<file path="src/rtl/hpc3_share_encoder.sv">
// Splits operands a/b into three Boolean shares and supplies fresh gadget randomness
// for a 3-share HPC3 masked AND, all drawn from a ten-word pool refilled by a Galois LFSR.
module hpc3_share_encoder #(
   parameter int                WIDTH        = 8,
   parameter int                LFSR_W       = 32,
   parameter logic [LFSR_W-1:0] DEFAULT_SEED = 32'hACE1_2468
) (
   input  logic              clk_i,
   input  logic              rst_i,
   input  logic              seed_load_i,
   input  logic [LFSR_W-1:0] seed_i,
   input  logic              in_valid_i,
   output logic              in_ready_o,
   input  logic [WIDTH-1:0]  a_i,
   input  logic [WIDTH-1:0]  b_i,
   output logic              out_valid_o,
   input  logic              out_ready_i,
   output logic [WIDTH-1:0]  a0_o,
   output logic [WIDTH-1:0]  a1_o,
   output logic [WIDTH-1:0]  a2_o,
   output logic [WIDTH-1:0]  b0_o,
   output logic [WIDTH-1:0]  b1_o,
   output logic [WIDTH-1:0]  b2_o,
   output logic [WIDTH-1:0]  r01_o,
   output logic [WIDTH-1:0]  r02_o,
   output logic [WIDTH-1:0]  r12_o,
   output logic [WIDTH-1:0]  p01_o,
   output logic [WIDTH-1:0]  p02_o,
   output logic [WIDTH-1:0]  p12_o
);

   typedef enum logic [1:0] {
      FILL  = 2'd0,
      READY = 2'd1,
      HOLD  = 2'd2
   } state_e;

   localparam int                POOL_N = 10;
   localparam logic [LFSR_W-1:0] TAPS   = LFSR_W'(32'h8020_0003);

   state_e            state_q, state_d;
   logic [3:0]        cnt_q, cnt_d;
   logic [LFSR_W-1:0] lfsr_q, lfsr_d, lfsrNext;
   logic [WIDTH-1:0]  pool_q [POOL_N];
   logic              fillEn, acceptEn;

   logic [WIDTH-1:0]  a0_q, a1_q, a2_q, b0_q, b1_q, b2_q;
   logic [WIDTH-1:0]  r01_q, r02_q, r12_q, p01_q, p02_q, p12_q;

   // Right-shifting Galois form of x^32+x^22+x^2+x+1, unrolled WIDTH steps.
   function automatic logic [LFSR_W-1:0] lfsrAdvance(input logic [LFSR_W-1:0] s);
      logic [LFSR_W-1:0] v;
      v = s;
      for (int i = 0; i < WIDTH; i++) begin
         v = v[0] ? ((v >> 1) ^ TAPS) : (v >> 1);
      end
      return v;
   endfunction

   assign lfsrNext = lfsrAdvance(lfsr_q);

   always_comb begin
      state_d    = state_q;
      cnt_d      = cnt_q;
      lfsr_d     = lfsr_q;
      fillEn     = 1'b0;
      acceptEn   = 1'b0;
      in_ready_o = 1'b0;
      // A seed load overrides everything, so in_ready is never raised alongside it.
      if (seed_load_i) begin
         lfsr_d  = (seed_i == '0) ? DEFAULT_SEED : seed_i;
         state_d = FILL;
         cnt_d   = 4'd0;
      end else begin
         unique case (state_q)
            FILL: begin
               fillEn = 1'b1;
               lfsr_d = lfsrNext;
               cnt_d  = cnt_q + 4'd1;
               if (cnt_q == 4'(POOL_N - 1)) begin
                  state_d = READY;
                  cnt_d   = 4'd0;
               end
            end
            READY: begin
               in_ready_o = 1'b1;
               if (in_valid_i) begin
                  acceptEn = 1'b1;
                  state_d  = HOLD;
               end
            end
            HOLD: begin
               if (out_ready_i) begin
                  state_d = FILL;
                  cnt_d   = 4'd0;
               end
            end
            default: state_d = FILL;
         endcase
      end
   end

   always_ff @(posedge clk_i or posedge rst_i) begin
      if (rst_i) begin
         state_q <= FILL;
         cnt_q   <= 4'd0;
         lfsr_q  <= DEFAULT_SEED;
      end else begin
         state_q <= state_d;
         cnt_q   <= cnt_d;
         lfsr_q  <= lfsr_d;
      end
   end

   always_ff @(posedge clk_i or posedge rst_i) begin
      if (rst_i) begin
         for (int i = 0; i < POOL_N; i++) pool_q[i] <= '0;
      end else if (fillEn) begin
         pool_q[cnt_q] <= lfsrNext[WIDTH-1:0];
      end
   end

   // The bundle registers only change on acceptance and otherwise keep their last value.
   always_ff @(posedge clk_i or posedge rst_i) begin
      if (rst_i) begin
         a0_q  <= '0;  a1_q  <= '0;  a2_q  <= '0;
         b0_q  <= '0;  b1_q  <= '0;  b2_q  <= '0;
         r01_q <= '0;  r02_q <= '0;  r12_q <= '0;
         p01_q <= '0;  p02_q <= '0;  p12_q <= '0;
      end else if (acceptEn) begin
         a0_q  <= a_i ^ pool_q[0] ^ pool_q[1];
         a1_q  <= pool_q[0];
         a2_q  <= pool_q[1];
         b0_q  <= b_i ^ pool_q[2] ^ pool_q[3];
         b1_q  <= pool_q[2];
         b2_q  <= pool_q[3];
         r01_q <= pool_q[4];
         r02_q <= pool_q[5];
         r12_q <= pool_q[6];
         p01_q <= pool_q[7];
         p02_q <= pool_q[8];
         p12_q <= pool_q[9];
      end
   end

   assign out_valid_o = (state_q == HOLD);
   assign a0_o  = a0_q;
   assign a1_o  = a1_q;
   assign a2_o  = a2_q;
   assign b0_o  = b0_q;
   assign b1_o  = b1_q;
   assign b2_o  = b2_q;
   assign r01_o = r01_q;
   assign r02_o = r02_q;
   assign r12_o = r12_q;
   assign p01_o = p01_q;
   assign p02_o = p02_q;
   assign p12_o = p12_q;

endmodule

</file>
<file path="config.mk">
export PLATFORM = sky130hd
export DESIGN_NAME = hpc3_share_encoder
export DESIGN_NICKNAME = d
export VERILOG_FILES = /design/src/rtl/hpc3_share_encoder.sv
export SDC_FILE = /design/constraint.sdc
export NUM_CORES = 1
export LEC_CHECK = 0
export CAP_MARGIN = 5
export CELL_PAD_IN_SITES_DETAIL_PLACEMENT = 0
export CELL_PAD_IN_SITES_GLOBAL_PLACEMENT = 1
export CORE_MARGIN = 10
export CORE_UTILIZATION = 39
export DETAILED_ROUTE_END_ITERATION = 10
export PLACE_DENSITY_LB_ADDON = 0.2
export SYNTH_ARGS = -nofsm -noshare
export SYNTH_HDL_FRONTEND = slang
export SYNTH_SLANG_ARGS = --single-unit
</file>
<file path="constraint.sdc">
create_clock -name clk_i -period 6.9 [get_ports clk_i]
set_clock_uncertainty 0.05 [all_clocks]
set_input_delay 1.38 -clock clk_i [delete_from_list [all_inputs] [get_ports clk_i]]
set_output_delay 1.38 -clock clk_i [all_outputs]
set_load 0.005 [all_outputs]
</file>
Word-level counts from Yosys, hierarchy flattened
Cells that the tools add are included.
- flip-flop bits (word level): 214
- input bits: 53
- output and inout port bits: 98
- word-level logic and storage cells: 84
- add/subtract/negate cells: 1
- order comparisons: 2
- equal/unequal tests: 6
- mux-type cells: 30
- bitwise operators: 13
- reduce and logical (&&, ||, !) cells: 7
- operators by type and width (operator ; count):
    32-bit two-way mux ; 11
    80-bit bitwise mux ; 1
    8-bit demux with 4-bit select ; 1
    32-bit zero test ; 1
    3-bit NOT with 4-bit output ; 8
    8-bit bitwise XOR ; 4
    4-bit two-way mux ; 3
    2-bit two-way mux ; 4
    8-bit two-way mux ; 1
    4-bit one-hot mux with 2 select lines ; 1
    1-bit two-way mux ; 7
    3-bit inequality test, second input constant ; 2
    2-bit one-hot mux with 3 select lines ; 1
    5-bit greater-or-equal comparator, second input constant ; 1
    5-bit by 1-bit < comparator with 1-bit output, second input constant ; 1
    4-bit NOT with 5-bit output ; 1
    4-bit by 1-bit adder with 4-bit output, second input constant ; 1
    4-bit equality test, second input constant ; 1
    3-bit by 2-bit inequality test with 1-bit output, second input constant ; 1
    3-bit AND reduction ; 1
    3-bit nonzero test ; 1
    2-bit by 1-bit equality test with 1-bit output, second input constant ; 1
    2-bit equality test, second input constant ; 1
    2-bit zero test ; 1
    3 further kinds ; 3

Logic depth before layout (Yosys ltp)
- depth in word-level cells: 18
- depth in mapped cells: 8
- depth with buffers taken out: 5

Worst setup path after synthesis
OpenSTA, ideal clock, no wires.
- kind: input-to-output
- start point: input port seed_load_i
- end point: output port in_ready_o
- arrival: 1.588 ns
- required time: 5.470 ns
- setup slack: 3.882 ns
- stages on the path: 1
- path buffers: 0
- path through: nor3_1
- cells in the longest elaborated chain, start to end: 1
- RTL lines (element ; line ; source):
    start: declaration ; 10 ; input logic seed_load_i,
    1-bit two-way mux ; 70 ; if (seed_load_i) begin
    end: declaration ; 13 ; output logic in_ready_o,
Every way passes these cells.

Worst setup path in the final report
Ends and elaborated chain as after synthesis.

==> flow_metrics.tcl <==
set metrics [dict create \
    synthArstFlopShare_pct 100.0 \
    reg2reg_from "lfsr_q[1]" \
    avgSynthCellArea_um2 12.75 \
    cap_violations 0 \
    wire_per_inst_um 19.08 \
    crit_path_start "seed_load_i" \
    rsz0062_at_grt "no" \
    clock_latency_ns 0.50 \
    clk_path_buf_depth 3 \
    synth_cells 706 \
    via_per_inst 5.030 \
    die_w_um 171.9 \
    synth_mux_area_share_pct 18.01 \
    final_nets 902 \
    synth_xor_area_share_pct 5.976 \
    synth_edf_count 0 \
    ant_nets 0 \
    first_pass_iters 4 \
    worst_slack_ns 2.701 \
    drive_gt1_share_pct 25.98 \
    top_register "pool_q" \
    reg_top3 "pool_q (80), lfsr_q (32)" \
    fin_setup_tns_ns 0 \
    antenna_found_initial 0 \
    setup_viol_count_final 0 \
    gp_congestion 0.7959 \
    cts_setup_buffers 0 \
    synth_area_leaders "dfrtp_1 56%, mux2_2 17%, dfstp_2 3.8%" \
    num_rows 55 \
    ir_drop_mv 0.2062 \
    cts_root_buffer "clkbuf_16" \
    cts_made_buffers 23 \
    required_ns 5.47 \
    final_common_cell "dfrtp_1" \
    largest_reg_flops 80 \
    cts_tree "yes" \
    critPathMaxFanout 68 \
    dieArea_um2 29560 \
    synthFlopType "dfrtp_1" \
    ios 151 \
    drtIter0Drc 353 \
    synth_top_family_by_area "multiplexers" \
    yosys.area_share.simple_pct 7.601 \
    synth-adder-area-share_pct 0 \
    antenna_cells 0 \
    dp_hpwl_mm 15.20 \
    grt_pass1_wl_mm 34.81 \
    cp-end-kind "primary output" \
    synth_largest_area_cell "dfrtp_1" \
    hold_path.class "flip-flop to flip-flop" \
    cts.sinks 214 \
    worstHoldStart "pool_q[9]" \
    finalCriticalPeriod_ns 4.199 \
    worst_pin_slew_ns 1.031 \
    slew_headroom_pct 31.21 \
    hold_viol_final 0 \
    final_cell_mix "201 x dfrtp_1, 149 x clkdlybuf4s50_1, 136 x mux2_2" \
    post_cts_resized 0 \
    fmax_ghz 0.2381 \
    drc 0 \
    track_usage_pct 14.75 \
    netlist_area_um2 9004 \
    p_leak_uw 0.005305 \
    seq_area_frac_synth_pct 59.66 \
    timing.final.crit_share_pct 60.86 \
    wirelength_mm 21.96 \
    crit_type "primary input to primary output" \
    io_buffers 150 \
    hold_slack_ns 0.4268 \
    die_y_um 171.9 \
    grt_pass1_vias 6242 \
    cts-hold-fix-buffers 0 \
    finalMaxSlewViolations 0 \
    core_area_um2 22710 \
    synth_seq_cells 214 \
    outcome "completed" \
    power_uw 3909 \
    htreeDepth 1 \
    path_clk_slew_ns 0.06 \
    vias 5789 \
    syn_nets 759 \
    fillers 2005 \
    start_kind "primary input" \
    dp_worst_setup_slack_ns 2.679 \
    synth_top_area_share_pct 55.86 \
    synth_compound_area_share_pct 6.809 \
    crit_arrival_ns 2.77 \
    grt_start_max_net_pins 137 \
    grt_overflow 0 \
    powerDensity_nw_per_um2 338.0 \
    synth_cell_type_count 44 \
    syn_to_final_growth_pct 28.46 \
    ys_warn_count 0 \
    start_util_pct 39.65 \
]
-- worst max-delay path, stage by stage --
cell and delay (ns):
buf_2 0.09, buf_4 0.29, nor3_1 0.40, clkdlybuf4s50_1 0.59
-- logic make-up (layout without fill, tap and decap cells) --
kind of cell              after synthesis  in the layout
xor gates and xnor gates               53             53
muxes                                 145            145
AOI/OAI and AO/OA                     102            102
buffers and inverters                  43            203
DFF                                   214            214
and+or+nand+nor                       149            149
-- report_power, final --
| part | switching, uW | leakage [uW] | internal, uW |
|---|---|---|---|
| Sequential | 230 | 0.00282 | 1500 |
| Combinational | 478 | 0.00209 | 441 |
| Clock | 487 | 0.000397 | 778 |
-- path summary, 6_finish.rpt --
kind,end,slack (ns),cells past startpoint
max in group asynchronous,r02_o[6],4.57,3
hold / removal,pool_q[9],0.43,2
setup / recovery,in_ready_o,2.70,4
min in group asynchronous,pool_q[74],1.41,3
hold reg to reg,pool_q[9],0.43,2
setup reg to reg,lfsr_q[1],4.11,5
-- cell type report --
class	instances	area [um2]	share of cell area, %
clock inverters	11	133.9	1.158
well taps	285	356.6	3.083
inverters	5	22.52	0.1947
clock buffers	31	655.6	5.669
repair buffers	156	1554	13.44
flip-flops and latches	214	5371	46.44
multi-input cells	449	3472	30.02
-- synth_stat cells, types with 2 or more instances --
library cell and instances:
a211oi_1 12, a21oi_1 21, and2_1 7, buf_1 3, buf_2 5, clkbuf_1 29
dfrtp_1 201, dfstp_2 13, inv_1 5, mux2_2 136, mux2i_1 9, nand2_1 79
nand2_2 6, nand2b_1 4, nand4_1 2, nor2_1 31, nor2b_1 2, nor3_1 2
nor3_4 2, nor4_1 8, o21ai_0 49, o21ai_2 10, o31ai_1 2, xnor2_1 25
xnor2_4 2, xor2_1 23
-- per-stage QoR --
stage / area [um2] / std cells / utilization, %
6_report: 11570 / 1151 / 50.93
3_3_place_gp: 10780 / 1109 / 47.45
5_1_grt: 11570 / 1151 / 50.93
4_1_cts: 11570 / 1151 / 50.93
2_1_floorplan: 9007 / 706 / -
3_5_place_dp: 10780 / 1109 / 47.45
-- metal layers --
metal | vias up | share of wire [%] | GRT usage [%]
met1 | 2887 | 45 | 19.11
met2 | 151 | 47 | 24.44
met4 | 0 | 1.4 | 3.523
li1 | 2724 | - | -
met5 | - | 0 | 0
met3 | 27 | 6.5 | 3.443
Power figures use the tool's default switching activity.
